## src/rtl/uart_avm_bridge.sv

```systemverilog
// Serial command bridge: 8N1 UART framed read/write commands driving an Avalon-MM master.
// Responses (read data, 0xA5 ack, 0xEE error) are serialised back out on TX.
module uart_avm_bridge #(
  parameter int CLKS_PER_BIT  = 434,
  parameter int ADDR_W        = 32,
  parameter int DATA_W        = 32,
  parameter int AVM_TIMEOUT   = 1024,
  parameter int FRAME_TIMEOUT = 65536
) (
  input  logic                CLK,
  input  logic                RST,
  input  logic                RX,
  output logic                TX,
  output logic                busy,
  output logic                error,
  output logic [ADDR_W-1:0]   avm_address,
  output logic                avm_read,
  output logic                avm_write,
  output logic [DATA_W-1:0]   avm_writedata,
  output logic [DATA_W/8-1:0] avm_byteenable,
  input  logic [DATA_W-1:0]   avm_readdata,
  input  logic                avm_waitrequest
);

  localparam int AB    = ADDR_W / 8;
  localparam int DB    = DATA_W / 8;
  localparam int HALF  = CLKS_PER_BIT / 2;
  localparam int CNT_W = $clog2(CLKS_PER_BIT);
  localparam int AT_W  = $clog2(AVM_TIMEOUT + 1);
  localparam int FT_W  = $clog2(FRAME_TIMEOUT + 1);

  typedef enum logic [2:0] {
    S_IDLE, S_ADDR, S_WDATA, S_WR, S_RD, S_TXD, S_ACK, S_ERR
  } state_t;

  state_t state, state_nxt;

  // ---------------- UART receiver ----------------
  logic             rx_m, rx_s;
  logic             rx_busy;
  logic [CNT_W-1:0] rx_cnt;
  logic [3:0]       rx_idx;
  logic [7:0]       rx_sh;
  logic [7:0]       rx_byte;
  logic             rx_full;
  logic             rx_take;
  logic             rx_vld;
  logic             ovr;

  always_ff @(posedge CLK or posedge RST) begin
    if (RST) begin
      rx_m <= 1'b1;
      rx_s <= 1'b1;
    end else begin
      rx_m <= RX;
      rx_s <= rx_m;
    end
  end

  // rx_idx 0 is the start bit, 1..8 data bits, 9 the stop bit
  always_ff @(posedge CLK or posedge RST) begin
    if (RST) begin
      rx_busy <= 1'b0;
      rx_cnt  <= '0;
      rx_idx  <= '0;
      rx_sh   <= '0;
      rx_byte <= '0;
      rx_full <= 1'b0;
      ovr     <= 1'b0;
    end else begin
      ovr <= 1'b0;
      if (rx_take) rx_full <= 1'b0;
      if (!rx_busy) begin
        if (!rx_s) begin
          rx_busy <= 1'b1;
          rx_cnt  <= '0;
          rx_idx  <= '0;
        end
      end else if (rx_idx == 4'd0) begin
        if (rx_cnt == CNT_W'(HALF - 1)) begin
          rx_cnt <= '0;
          if (rx_s) rx_busy <= 1'b0;
          else      rx_idx  <= 4'd1;
        end else begin
          rx_cnt <= rx_cnt + 1'b1;
        end
      end else if (rx_cnt == CNT_W'(CLKS_PER_BIT - 1)) begin
        rx_cnt <= '0;
        if (rx_idx == 4'd9) begin
          rx_busy <= 1'b0;
          if (rx_s) begin
            if (rx_full && !rx_take) begin
              ovr <= 1'b1;
            end else begin
              rx_byte <= rx_sh;
              rx_full <= 1'b1;
            end
          end
        end else begin
          rx_sh  <= {rx_s, rx_sh[7:1]};
          rx_idx <= rx_idx + 4'd1;
        end
      end else begin
        rx_cnt <= rx_cnt + 1'b1;
      end
    end
  end

  // Every state either consumes or discards a held byte in the cycle it appears.
  assign rx_vld  = rx_full;
  assign rx_take = rx_full;

  // ---------------- UART transmitter ----------------
  logic             tx_start;
  logic [7:0]       tx_data;
  logic [9:0]       tx_sh;
  logic [3:0]       tx_left;
  logic [CNT_W-1:0] tx_cnt;
  logic             tx_idle;

  always_ff @(posedge CLK or posedge RST) begin
    if (RST) begin
      tx_sh   <= '1;
      tx_left <= '0;
      tx_cnt  <= '0;
    end else if (tx_left == 4'd0) begin
      if (tx_start) begin
        tx_sh   <= {1'b1, tx_data, 1'b0};
        tx_left <= 4'd10;
        tx_cnt  <= '0;
      end
    end else if (tx_cnt == CNT_W'(CLKS_PER_BIT - 1)) begin
      tx_cnt  <= '0;
      tx_sh   <= {1'b1, tx_sh[9:1]};
      tx_left <= tx_left - 4'd1;
    end else begin
      tx_cnt <= tx_cnt + 1'b1;
    end
  end

  assign tx_idle = (tx_left == 4'd0);
  assign TX      = tx_sh[0];

  // ---------------- Command datapath ----------------
  logic              is_rd;
  logic [4:0]        words_left;
  logic [2:0]        bcnt;
  logic [ADDR_W-1:0] addr_q;
  logic [DATA_W-1:0] wdata_q;
  logic [DATA_W-1:0] rdata_q;
  logic [AT_W-1:0]   at_cnt;
  logic [FT_W-1:0]   ft_cnt;
  logic              error_q;
  logic              in_frame, in_avm;
  logic              ft_exp, at_exp, avm_done;
  logic              last_ab, last_db, last_word;

  assign in_frame  = (state == S_ADDR) || (state == S_WDATA);
  assign in_avm    = (state == S_RD) || (state == S_WR);
  assign ft_exp    = in_frame && !rx_vld && (ft_cnt == FT_W'(FRAME_TIMEOUT - 1));
  assign at_exp    = in_avm && avm_waitrequest && (at_cnt == AT_W'(AVM_TIMEOUT - 1));
  assign avm_done  = in_avm && !avm_waitrequest;
  assign last_ab   = (bcnt == 3'(AB - 1));
  assign last_db   = (bcnt == 3'(DB - 1));
  assign last_word = (words_left == 5'd1);

  always_ff @(posedge CLK or posedge RST) begin
    if (RST) begin
      is_rd      <= 1'b0;
      words_left <= '0;
      bcnt       <= '0;
      addr_q     <= '0;
      wdata_q    <= '0;
      rdata_q    <= '0;
      at_cnt     <= '0;
      ft_cnt     <= '0;
      error_q    <= 1'b0;
    end else begin
      error_q <= ovr | ft_exp | at_exp;
      ft_cnt  <= (in_frame && !rx_vld) ? ft_cnt + 1'b1 : '0;
      at_cnt  <= (in_avm && avm_waitrequest) ? at_cnt + 1'b1 : '0;
      case (state)
        S_IDLE: if (rx_vld) begin
          is_rd      <= rx_byte[7];
          words_left <= {1'b0, rx_byte[3:0]} + 5'd1;
          bcnt       <= '0;
        end
        S_ADDR: if (rx_vld) begin
          addr_q <= (addr_q >> 8) | (ADDR_W'(rx_byte) << (ADDR_W - 8));
          bcnt   <= last_ab ? 3'd0 : bcnt + 3'd1;
        end
        S_WDATA: if (rx_vld) begin
          wdata_q <= (wdata_q >> 8) | (DATA_W'(rx_byte) << (DATA_W - 8));
          bcnt    <= last_db ? 3'd0 : bcnt + 3'd1;
        end
        S_WR: if (avm_done) begin
          addr_q     <= addr_q + ADDR_W'(DB);
          words_left <= words_left - 5'd1;
        end
        S_RD: if (avm_done) begin
          rdata_q <= avm_readdata;
          addr_q  <= addr_q + ADDR_W'(DB);
        end
        S_TXD: if (tx_idle) begin
          rdata_q <= rdata_q >> 8;
          bcnt    <= last_db ? 3'd0 : bcnt + 3'd1;
          if (last_db) words_left <= words_left - 5'd1;
        end
        default: ;
      endcase
    end
  end

  // ---------------- Control FSM ----------------
  always_ff @(posedge CLK or posedge RST) begin
    if (RST) state <= S_IDLE;
    else     state <= state_nxt;
  end

  always_comb begin
    state_nxt = state;
    case (state)
      S_IDLE:  if (rx_vld) state_nxt = S_ADDR;
      S_ADDR: begin
        if (ft_exp)                  state_nxt = S_IDLE;
        else if (rx_vld && last_ab)  state_nxt = is_rd ? S_RD : S_WDATA;
      end
      S_WDATA: begin
        if (ft_exp)                  state_nxt = S_IDLE;
        else if (rx_vld && last_db)  state_nxt = S_WR;
      end
      S_WR: begin
        if (at_exp)                  state_nxt = S_ERR;
        else if (avm_done)           state_nxt = last_word ? S_ACK : S_WDATA;
      end
      S_RD: begin
        if (at_exp)                  state_nxt = S_ERR;
        else if (avm_done)           state_nxt = S_TXD;
      end
      S_TXD:   if (tx_idle && last_db) state_nxt = last_word ? S_IDLE : S_RD;
      S_ACK:   if (tx_idle) state_nxt = S_IDLE;
      S_ERR:   if (tx_idle) state_nxt = S_IDLE;
      default: state_nxt = S_IDLE;
    endcase
  end

  always_comb begin
    tx_start  = 1'b0;
    tx_data   = rdata_q[7:0];
    avm_read  = (state == S_RD);
    avm_write = (state == S_WR);
    busy      = (state != S_IDLE);
    case (state)
      S_TXD: tx_start = tx_idle;
      S_ACK: begin
        tx_start = tx_idle;
        tx_data  = 8'hA5;
      end
      S_ERR: begin
        tx_start = tx_idle;
        tx_data  = 8'hEE;
      end
      default: ;
    endcase
  end

  assign error          = error_q;
  assign avm_address    = addr_q;
  assign avm_writedata  = wdata_q;
  assign avm_byteenable = '1;

endmodule

```

## config.mk

```make
export PLATFORM = sky130hd
export DESIGN_NAME = uart_avm_bridge
export DESIGN_NICKNAME = d
export VERILOG_FILES = /design/src/rtl/uart_avm_bridge.sv
export SDC_FILE = /design/constraint.sdc
export NUM_CORES = 1
export LEC_CHECK = 0
export ABC_CLOCK_PERIOD_IN_PS = 7600
export BUFFER_PORTS_ARGS = -buffer_cell sky130_fd_sc_hd__buf_2
export CAP_MARGIN = 20
export CORE_MARGIN = 2
export CORE_UTILIZATION = 55
export DETAILED_ROUTE_END_ITERATION = 10
export PLACE_DENSITY = 0.87
export SKIP_LAST_GASP = 1
export SYNTH_ARGS = -nofsm -noshare
export SYNTH_HDL_FRONTEND = slang
export SYNTH_SLANG_ARGS = --single-unit
```

## constraint.sdc

```tcl
create_clock -name CLK -period 7.6 [get_ports CLK]
set_clock_uncertainty 0.05 [all_clocks]
set_input_delay 0.38 -clock CLK [delete_from_list [all_inputs] [get_ports CLK]]
set_output_delay 0.38 -clock CLK [all_outputs]
set_load 0.02 [all_outputs]
```

# Yosys cells after proc, flatten, opt, wreduce, memory -nomap -nowiden
# Index checks and enable logic that the tools add are counted.
[totals]
reg_bits = 193
in_bits = 36
elab_cells = 173
[op_classes]
n_addsub = 10
n_eq_ne = 35
muxes = 67
n_bitwise = 5
n_reduce_logical = 35
[op_table]
columns = ["cell", "count"]
rows = [
  ["2-to-1 mux 32 bit", 4],
  ["one-hot mux 32 bit (2 select lines)", 2],
  ["2-to-1 mux 9 bit", 8],
  ["OR 24 x 32 -> 32 bit", 2],
  ["2-to-1 mux 3 bit", 18],
  ["2-to-1 mux 4 bit", 10],
  ["adder 32 x 3 -> 32 bit, second input constant", 1],
  ["2-to-1 mux 10 bit", 3],
  ["one-hot mux 3 bit (7 select lines)", 1],
  ["2-to-1 mux 5 bit", 4],
  ["adder 9 x 1 -> 9 bit, second input constant", 2],
  ["equality test 9 bit, second input constant", 2],
  ["adder 17 x 1 -> 17 bit, second input constant", 1],
  ["equality test 17 x 16 -> 1 bit, second input constant", 1],
  ["2-to-1 mux 17 bit", 1],
  ["one-hot mux 8 bit (2 select lines)", 1],
  ["one-hot mux 5 bit (3 select lines)", 1],
  ["AND reduction 5 bit", 3],
  ["equality test 3 bit, second input constant", 4],
  ["2-to-1 mux 1 bit", 12],
  ["!= test 2 x 1 -> 1 bit, second input constant", 6],
  ["!= test 2 bit, second input constant", 6],
  ["adder 11 x 1 -> 11 bit, second input constant", 1],
  ["equality test 11 x 10 -> 1 bit, second input constant", 1],
  ["other kinds (30)", 57],
]

# Depth between registers and ports, before layout
# Gate-level depths: netlist of the first run.
[depth]
depth_word = 6
depth_mapped = 10
mapped_depth_nobuf = 10

# Least setup slack after synthesis of the first run
# Ideal clock, no wire load.
[synth_timing]
kind = "reg-to-reg"
start = "reg ft_cnt[0]"
end = "reg state[0]"
setup_ns = 0.126
t_arrival_ns = 1.984
path_slack_ns = 5.440
stages_incl_launch_ff = 11
path_buffers = 0
synth_period_minus_slack_ns = 2.160
cell_sequence = "dfrtp_1 -> ha_1 -> and2_1 -> nand4_1 -> nor3_1 -> ha_1 -> nand2b_1 -> a21oi_1 -> o32ai_1 -> o21bai_1 -> o311a_1"
[synth_between]
elab_chain_len = 4
[synth_rtl]
columns = ["item", "line", "source"]
rows = [
  ["from (decl)", "152", "logic [FT_W-1:0] ft_cnt;"],
  ["from (signal assigned)", "180", "ft_cnt <= (in_frame && !rx_vld) ? ft_cnt + 1'b1 : '0;"],
  ["equality test 17 x 16 -> 1 bit (*)", "160", "assign ft_exp = in_frame && !rx_vld && (ft_cnt == FT_W'(FRAME_TIMEOUT - 1));"],
  ["logical AND 1 bit (*)", "160", ""],
  ["!= test 3 x 2 -> 1 bit (no line) (tied with other cells)", "n/a", ""],
  ["AND reduction 7 bit (no line) / one-hot mux 3 bit (7 select lines) (equally long branches)", "n/a", ""],
  ["to (signal assigned)", "217", "else state <= state_nxt;"],
  ["to (decl)", "36", "state_t state, state_nxt;"],
]
# Mark *: on every way between the ends. The rest lies on a longest branch, timed or not.
# A chain may end at the register's enable or synchronous reset.

# Worst setup path after layout of the first run
[layout_timing]
start = "reg tx_left[0]"
end = "reg tx_sh[4]"
[layout_between]
elab_chain_len = 4
[layout_rtl]
columns = ["item", "line", "source"]
rows = [
  ["from (decl)", "117", "logic [3:0] tx_left;"],
  ["from (signal assigned)", "135", "tx_left <= tx_left - 4'd1;"],
  ["logical NOT 4 bit (*)", "126, 141", ""],
  ["2-to-1 mux 1 bit", "253", "case (state)"],
  ["!= test 2 bit (no line)", "n/a", ""],
  ["AND reduction 2 bit (no line)", "n/a", ""],
  ["to (signal assigned)", "128", "tx_sh <= {1'b1, tx_data, 1'b0};"],
  ["to (signal assigned)", "134", "tx_sh <= {1'b1, tx_sh[9:1]};"],
  ["to (decl)", "116", "logic [9:0] tx_sh;"],
]
# Marked as above.

==> impl_metrics.tcl, run 1 <==
set metrics [dict create \
    core_mm2 0.0172 \
    die_area_mm2 0.0185 \
    finalSetupViolCount 0 \
    placed_cells 1234 \
    yosysMostFrequentCell "dfrtp_1" \
    r2r_start "tx_left[0]" \
    cts_tree "done" \
    reg2regPathDepth 7 \
    holdWs_ps 4.57 \
    drtIter0Drc 749 \
    end_kind "flop" \
    tightest_slew_ps 942 \
    synthTopCellsByArea "dfrtp_1 (47%), mux2_2 (6.1%), o21ai_0 (4.0%)" \
    worstPathArrival_ps 3140 \
    synthFlopType "dfrtp_1" \
    yosysTopAreaCellShare_pct 47.1 \
    clock_latency_ps 450 \
    overflow 0 \
    cts_buffers 17 \
    rsz0062_at_grt "false" \
    power_density_mw_per_mm2 334 \
    via_count 7629 \
    ys_warn_count 0 \
    antenna_found_initial 0 \
    syn-mean-instance-area_um2 10.2 \
    drc 0 \
    min-delay-path-class "input port to async pin" \
    cts_max_path_buffers 2 \
    grtUsageTotal_pct 25.0 \
    yosysSeqAreaShare_pct 50.1 \
    syn-instance-count 946 \
    timing.rr.end "tx_sh[4]" \
    irDropWorstVdd_v 0.000304 \
    slew_headroom_pct 37.0 \
    synth_edf_count 0 \
    synthTopCellsByCount "dfrtp_1 (181), nand2_1 (100), o21ai_0 (77)" \
    grt_pass1_vias 7508 \
    fin_crit_sh_pct 37.4 \
    ios 109 \
    final_util_pct 63.0 \
    drv_cap 0 \
    drt_first_pass_iters 5 \
    routed_wl_um 21800 \
    cp.required_ps 7900 \
    routabilityCongestion 0.877 \
    avgRoutedWirePerCell_um 17.2 \
    period_needed_ps 2840 \
    nNetsFinal 1083 \
    synthesis.area_mm2 0.00961 \
    worstSetupPathType "flop to flop" \
    die_w_um 136 \
    run_status "finished clean" \
    initial_core_util_pct 56.0 \
    dp_hpwl_um 14400 \
    synth.distinct_cells 80 \
    grt_max_degree 112 \
    instances_no_fill 1268 \
    power.leakage_nw 4.97 \
    path_max_fanout 18 \
    synth-seq-cells 192 \
    htree_levels 4 \
    chipHeight_um 136 \
    ys_async_sr_fraction_pct 100 \
    post_cts_buffers 0 \
    io_buffers 104 \
    antennaDiodeCount 0 \
    vias_per_cell 6.02 \
    final.setup.tns_ps 0 \
    start_kind "flop" \
    ant_nets 0 \
    power.total_w 0.00361 \
    grt_pass1_wl_um 36900 \
    synthToLayoutAreaGrowth_pct 12.6 \
    drive_above_1_share_pct 21.7 \
    clock_sinks 192 \
    ff2ff_setup_slack_ps 4760 \
    max_freq_mhz 352 \
    rows 48 \
    path_clk_slew_ps 70 \
    root_buffer "clkbuf_16" \
    yosysTopAreaCell "dfrtp_1" \
    drv_slew 0 \
    fillers 1360 \
    final-hold-violation-count 0 \
]
-- sequential cells by signal, summed over array words and instances (netlist names), 9 cells and up --
register / cells
tx_cnt: 9
avm_writedata: 32
rdata_q: 32
tx_sh: 9
avm_address: 32
at_cnt: 11
ft_cnt: 17
rx_cnt: 9
-- where the power goes --
| group | internal (W) | switching (W) | leakage [nW] |
|---|---|---|---|
| combinational | 0.000494 | 0.000775 | 2.22 |
| sequential | 0.00125 | 0.000255 | 2.49 |
| clock | 0.000437 | 0.000395 | 0.259 |
| total | 0.00219 | 0.00143 | 4.97 |
-- critical path, cell delays in order, from the launching register on --
cell	delay (ps)
dfrtp_1	410
inv_1	70
ha_1	160
nor3b_1	530
buf_4	280
a41o_1	460
nand2_1	460
o21ai_0	330
-- routing by layer --
metal | up-vias | track usage [%] | share of wire [%]
li1 | 3587 | - | -
met1 | 3732 | 33.7 | 43
met2 | 261 | 39.9 | 49
met3 | 49 | 4.96 | 5.4
met4 | 0 | 9.84 | 2.4
met5 | - | 0 | 0
-- kinds of logic (layout without fill, tap and decap cells) --
group	after synthesis	after routing	synth area share, %
DFF	192	192	50.1
and+or+nand+nor	307	307	16.1
muxes	85	85	9.54
AOI/OAI and AO/OA	240	240	16.0
other	1	4	0.0390
adders and majority gates	17	17	2.21
buffers and inverters	80	174	3.76
xor gates and xnor gates	24	24	2.19
-- worst max-delay path by stage --
stage / start / slack [ps] / depth (start not counted) / end
detailed placement: tx_left[0] / 4860 / 7 / tx_sh[2]
global placement: tx_left[0] / 5010 / 8 / tx_left[1]
CTS: tx_left[0] / 4820 / 7 / tx_sh[4]
finish: tx_left[0] / 4760 / 7 / tx_sh[4]
floorplan: RST / 1960 / 1 / at_cnt[0]
global route: tx_left[0] / 4460 / 8 / tx_sh[5]
-- per-stage QoR --
stage / instance area (um2) / worst slack [ps]
after floorplan: 9620 / 1960
after global placement: 10200 / 5010
after detailed placement: 10200 / 4860
after CTS: 10800 / 4820
after global routing: 10800 / 4460
final: 10800 / 4760
-- cell type report --
cell class	count	area, um2	area share [%]
flip-flops and latches	192	4820	44.5
multi-input cells	677	4450	41.1
repair buffers	114	618	5.71
clock buffers	20	457	4.22
well taps	225	282	2.60
inverters	28	113	1.04
clock inverters	12	85.1	0.786
-- cell usage in the layout (no fill, tap or decap), types with 6 or more instances in the layout --
cell       instances
inv_1             26
o22ai_1            9
clkbuf_16         17
nand2b_1          11
xor2_1            11
buf_4              8
nor2_1            59
dfrtp_1          181
xnor2_1           13
mux2_2            52
a31oi_1           12
and3_1            21
ha_1              17
a21oi_1           55
dfstp_2           11
buf_2            104
o21ai_0           77
nor4_1             7
nand3_1           35
a22o_1            16
nand4_1           15
nor3_1            10
o31ai_1            8
nor2b_1            9
o22a_1             9
o21a_1             6
mux2i_1           32
nand2_1          100
-- repair_timing --
action                                 in CTS  in global routing
endpoints found under the hold margin       1                  0
gates resized for setup                     0                  0
hold buffers                                1                  0
Note: power is estimated with default switching activity, not from simulation.
==> run 2, diff against run 1 <==
ABC_AREA = 1   (was default)
ABC_CLOCK_PERIOD_IN_PS = 2950   (was 7600)
PLACE_DENSITY = 0.86   (was 0.87)
clock period = 2.95 ns   (was 7.6 ns; I/O delays follow)
==> run 2 against run 1 <==
Combinational power fell by 90%. Non-clock buffer count increased by 32. Cell count up 32%.
==> impl_metrics.tcl, run 2 <==
set metrics [dict create \
    run_status "finished clean" \
    via_count 9275 \
    postLayoutCellArea_mm2 0.0117 \
    synth_xor_xnor_area_share_pct 1.98 \
    cts_buffers 17 \
    cts_max_path_buffers 2 \
    hold_end "rdata_q[20]" \
    final_common_cell "nand2_1" \
    ant_nets 0 \
    synthAdderAreaFrac_pct 2.10 \
    path_clk_slew_ps 80 \
    final_util_pct 65.0 \
    io_buffers 104 \
    crit_top_cell "nand2_1" \
    ys_async_sr_fraction_pct 100 \
    placed_cells 1607 \
    cts_tree "done" \
    period_needed_ps 2490 \
    ys_warn_count 0 \
    grt_max_degree 80 \
    yosysTopAreaCell "dfrtp_1" \
    synth_top_family_by_area "simple AND/OR/NAND/NOR gates" \
    drtIter0Drc 914 \
    irDropWorstVdd_v 0.000466 \
    antenna_found_initial 2 \
    synth-simple-area-share_pct 26.9 \
    clock_latency_ps 450 \
    root_buffer "clkbuf_16" \
    min-delay-path-class "input port to flop" \
    die_area_mm2 0.0196 \
    drt_first_pass_iters 6 \
    power.leakage_nw 5.65 \
    path_max_fanout 4 \
    rows 49 \
    crit_family "simple AND/OR/NAND/NOR gates" \
    syn-mean-instance-area_um2 7.78 \
    drive_above_1_share_pct 14.0 \
    die_w_um 140 \
    vias_per_cell 5.55 \
    cp_slowest_cell "dfrtp_1" \
    r2r_start "ft_cnt[0]" \
    holdWs_ps 36.2 \
    drc 0 \
    worstHoldStart "avm_readdata[20]" \
    clock_sinks 192 \
    final.setup.tns_ps 0 \
    start_kind "flop" \
    core_mm2 0.0180 \
    hold_depth 3 \
    timing.rr.end "state[0]" \
    synthToLayoutAreaGrowth_pct 15.5 \
    synthFlopType "dfrtp_1" \
    routed_wl_um 24200 \
    avgRoutedWirePerCell_um 14.5 \
    yosysSeqAreaShare_pct 47.5 \
    power_density_mw_per_mm2 438 \
    overflow 0 \
    dp_hpwl_um 15900 \
    syn-instance-count 1304 \
    fillers 1432 \
    yosysTopAreaCellShare_pct 44.6 \
    grt_pass1_vias 8588 \
    final-hold-violation-count 0 \
    slew_headroom_pct 62.1 \
    initial_core_util_pct 56.3 \
    grtUsageTotal_pct 25.5 \
    cp.required_ps 3240 \
    ff2ff_setup_slack_ps 460 \
    synth_edf_count 0 \
    htree_levels 4 \
    yosysMostFrequentCell "nand2_1" \
    synth_mux_area_share_pct 0.888 \
    grt_pass1_wl_um 41200 \
    end_kind "flop" \
    finalSetupViolCount 0 \
    post_cts_buffers 0 \
    synth-seq-cells 192 \
    instances_no_fill 1672 \
    synthTopCellsByArea "dfrtp_1 (45%), nand2_1 (13%), inv_1 (5.4%)" \
    chipHeight_um 140 \
    nNetsFinal 1482 \
    slowest_delay_ps 390 \
    routabilityCongestion 0.960 \
    synthTopCellsByCount "nand2_1 (357), dfrtp_1 (181), inv_1 (147)" \
    rsz0062_at_grt "false" \
    reg2regPathDepth 15 \
    worstSetupPathType "flop to flop" \
    max_freq_mhz 402 \
    synth-compound-area-share_pct 12.1 \
    synthesis.area_mm2 0.0101 \
    drv_cap 0 \
    dpl_cell_area_mm2 0.0108 \
    synth.distinct_cells 45 \
    fin_crit_sh_pct 84.4 \
    drv_slew 0 \
    tightest_slew_ps 568 \
    cp_num_buf_inv 3 \
    mostFrequentLayoutCells "nand2_1 (357), dfrtp_1 (181), inv_1 (146), nor2_1 (146), buf_2 (104)" \
    critical_path.cell_chain "ha_1 -> nand3_1 -> nor3_1 -> nand2_1 -> inv_1 -> nand4_1 -> nor3_1 -> ha_1 -> inv_1 -> o211ai_1 -> inv_1 -> nor2_1 -> nand2_1 -> nand2_1 -> nand2_1" \
    ios 109 \
    worstPathArrival_ps 2780 \
]
-- run 2: cell count changes after synthesis, moves of 11 or more --
cell / previous run / this run
nand2b_1: 11 / 0
and3_1: 21 / 1
mux2_2: 52 / 8
inv_1: 27 / 147
a22o_1: 16 / 0
mux2i_1: 32 / 0
o21ai_0: 77 / 101
o211ai_1: 3 / 16
nand3_1: 35 / 74
o21ai_1: 5 / 26
nand2_1: 100 / 357
nor2_1: 59 / 146
-- run 2: logic make-up (layout without fill, tap and decap cells) --
family,after synthesis,after routing
buffers and inverters,197,331
AND/OR/NAND/NOR,640,640
other,1,6
multiplexers,8,8
adder cells (fa/ha/maj),17,17
XOR/XNOR,23,23
AO/OA/AOI/OAI,226,226
flip-flops,192,192
-- run 2: worst max path at each step --
stage	start	to	slack, ps	depth (start not counted)
6_report	ft_cnt[0]	state[0]	460	15
5_1_grt	ft_cnt[0]	state[2]	120	15
4_1_cts	ft_cnt[0]	state[0]	450	15
3_5_place_dp	ft_cnt[0]	state[0]	500	15
3_3_place_gp	ft_cnt[0]	state[1]	650	15
2_1_floorplan	RST	at_cnt[0]	290	1
-- run 2: area by class of cell --
cell class / instances / area, um2 / share of cell area (%)
multi-input combinational: 918 / 4480 / 38.2
clock inverter: 14 / 173 / 1.47
clock buffer: 17 / 425 / 3.63
sequential: 192 / 4820 / 41.1
timing repair buffer: 146 / 941 / 8.03
inverter: 154 / 592 / 5.05
antenna: 2 / 5.00 / 0.0427
tap: 229 / 287 / 2.44
-- run 2: timing repair --
action | CTS | global route
hold endpoints to repair | 51 | 0
setup endpoints to repair | 0 | 0
hold buffers | 32 | 0
gates resized for setup | 0 | 0
-- run 2: metrics by stage --
| stage | total power [W] | worst slack [ps] |
|---|---|---|
| floorplan | 0.00274 | 285 |
| global route | 0.00528 | 120 |
| CTS | 0.00515 | 454 |
| detailed placement | 0.00278 | 502 |
| global placement | 0.00278 | 653 |
| finish | 0.00514 | 460 |
-- run 2: routing by layer --
metal	vias up	routed length [um]	track usage [%]
li1	4464	-	-
met1	4410	10400	34.8
met2	339	11700	40.0
met3	62	1370	4.20
met4	0	775	11.7
met5	-	0	0
-- run 2: power breakdown --
| group | total, W | internal [W] | switching [W] |
|---|---|---|---|
| sequential | 0.00263 | 0.00263 | 0.00000136 |
| clock | 0.00237 | 0.00128 | 0.00109 |
| combinational | 0.000131 | 0.0000528 | 0.0000779 |
| total | 0.00514 | 0.00396 | 0.00117 |
-- run 2: tightest hold or removal path: stages --
cell and delay (ps):
buf_2 90, o21ai_0 100, a21oi_1 160
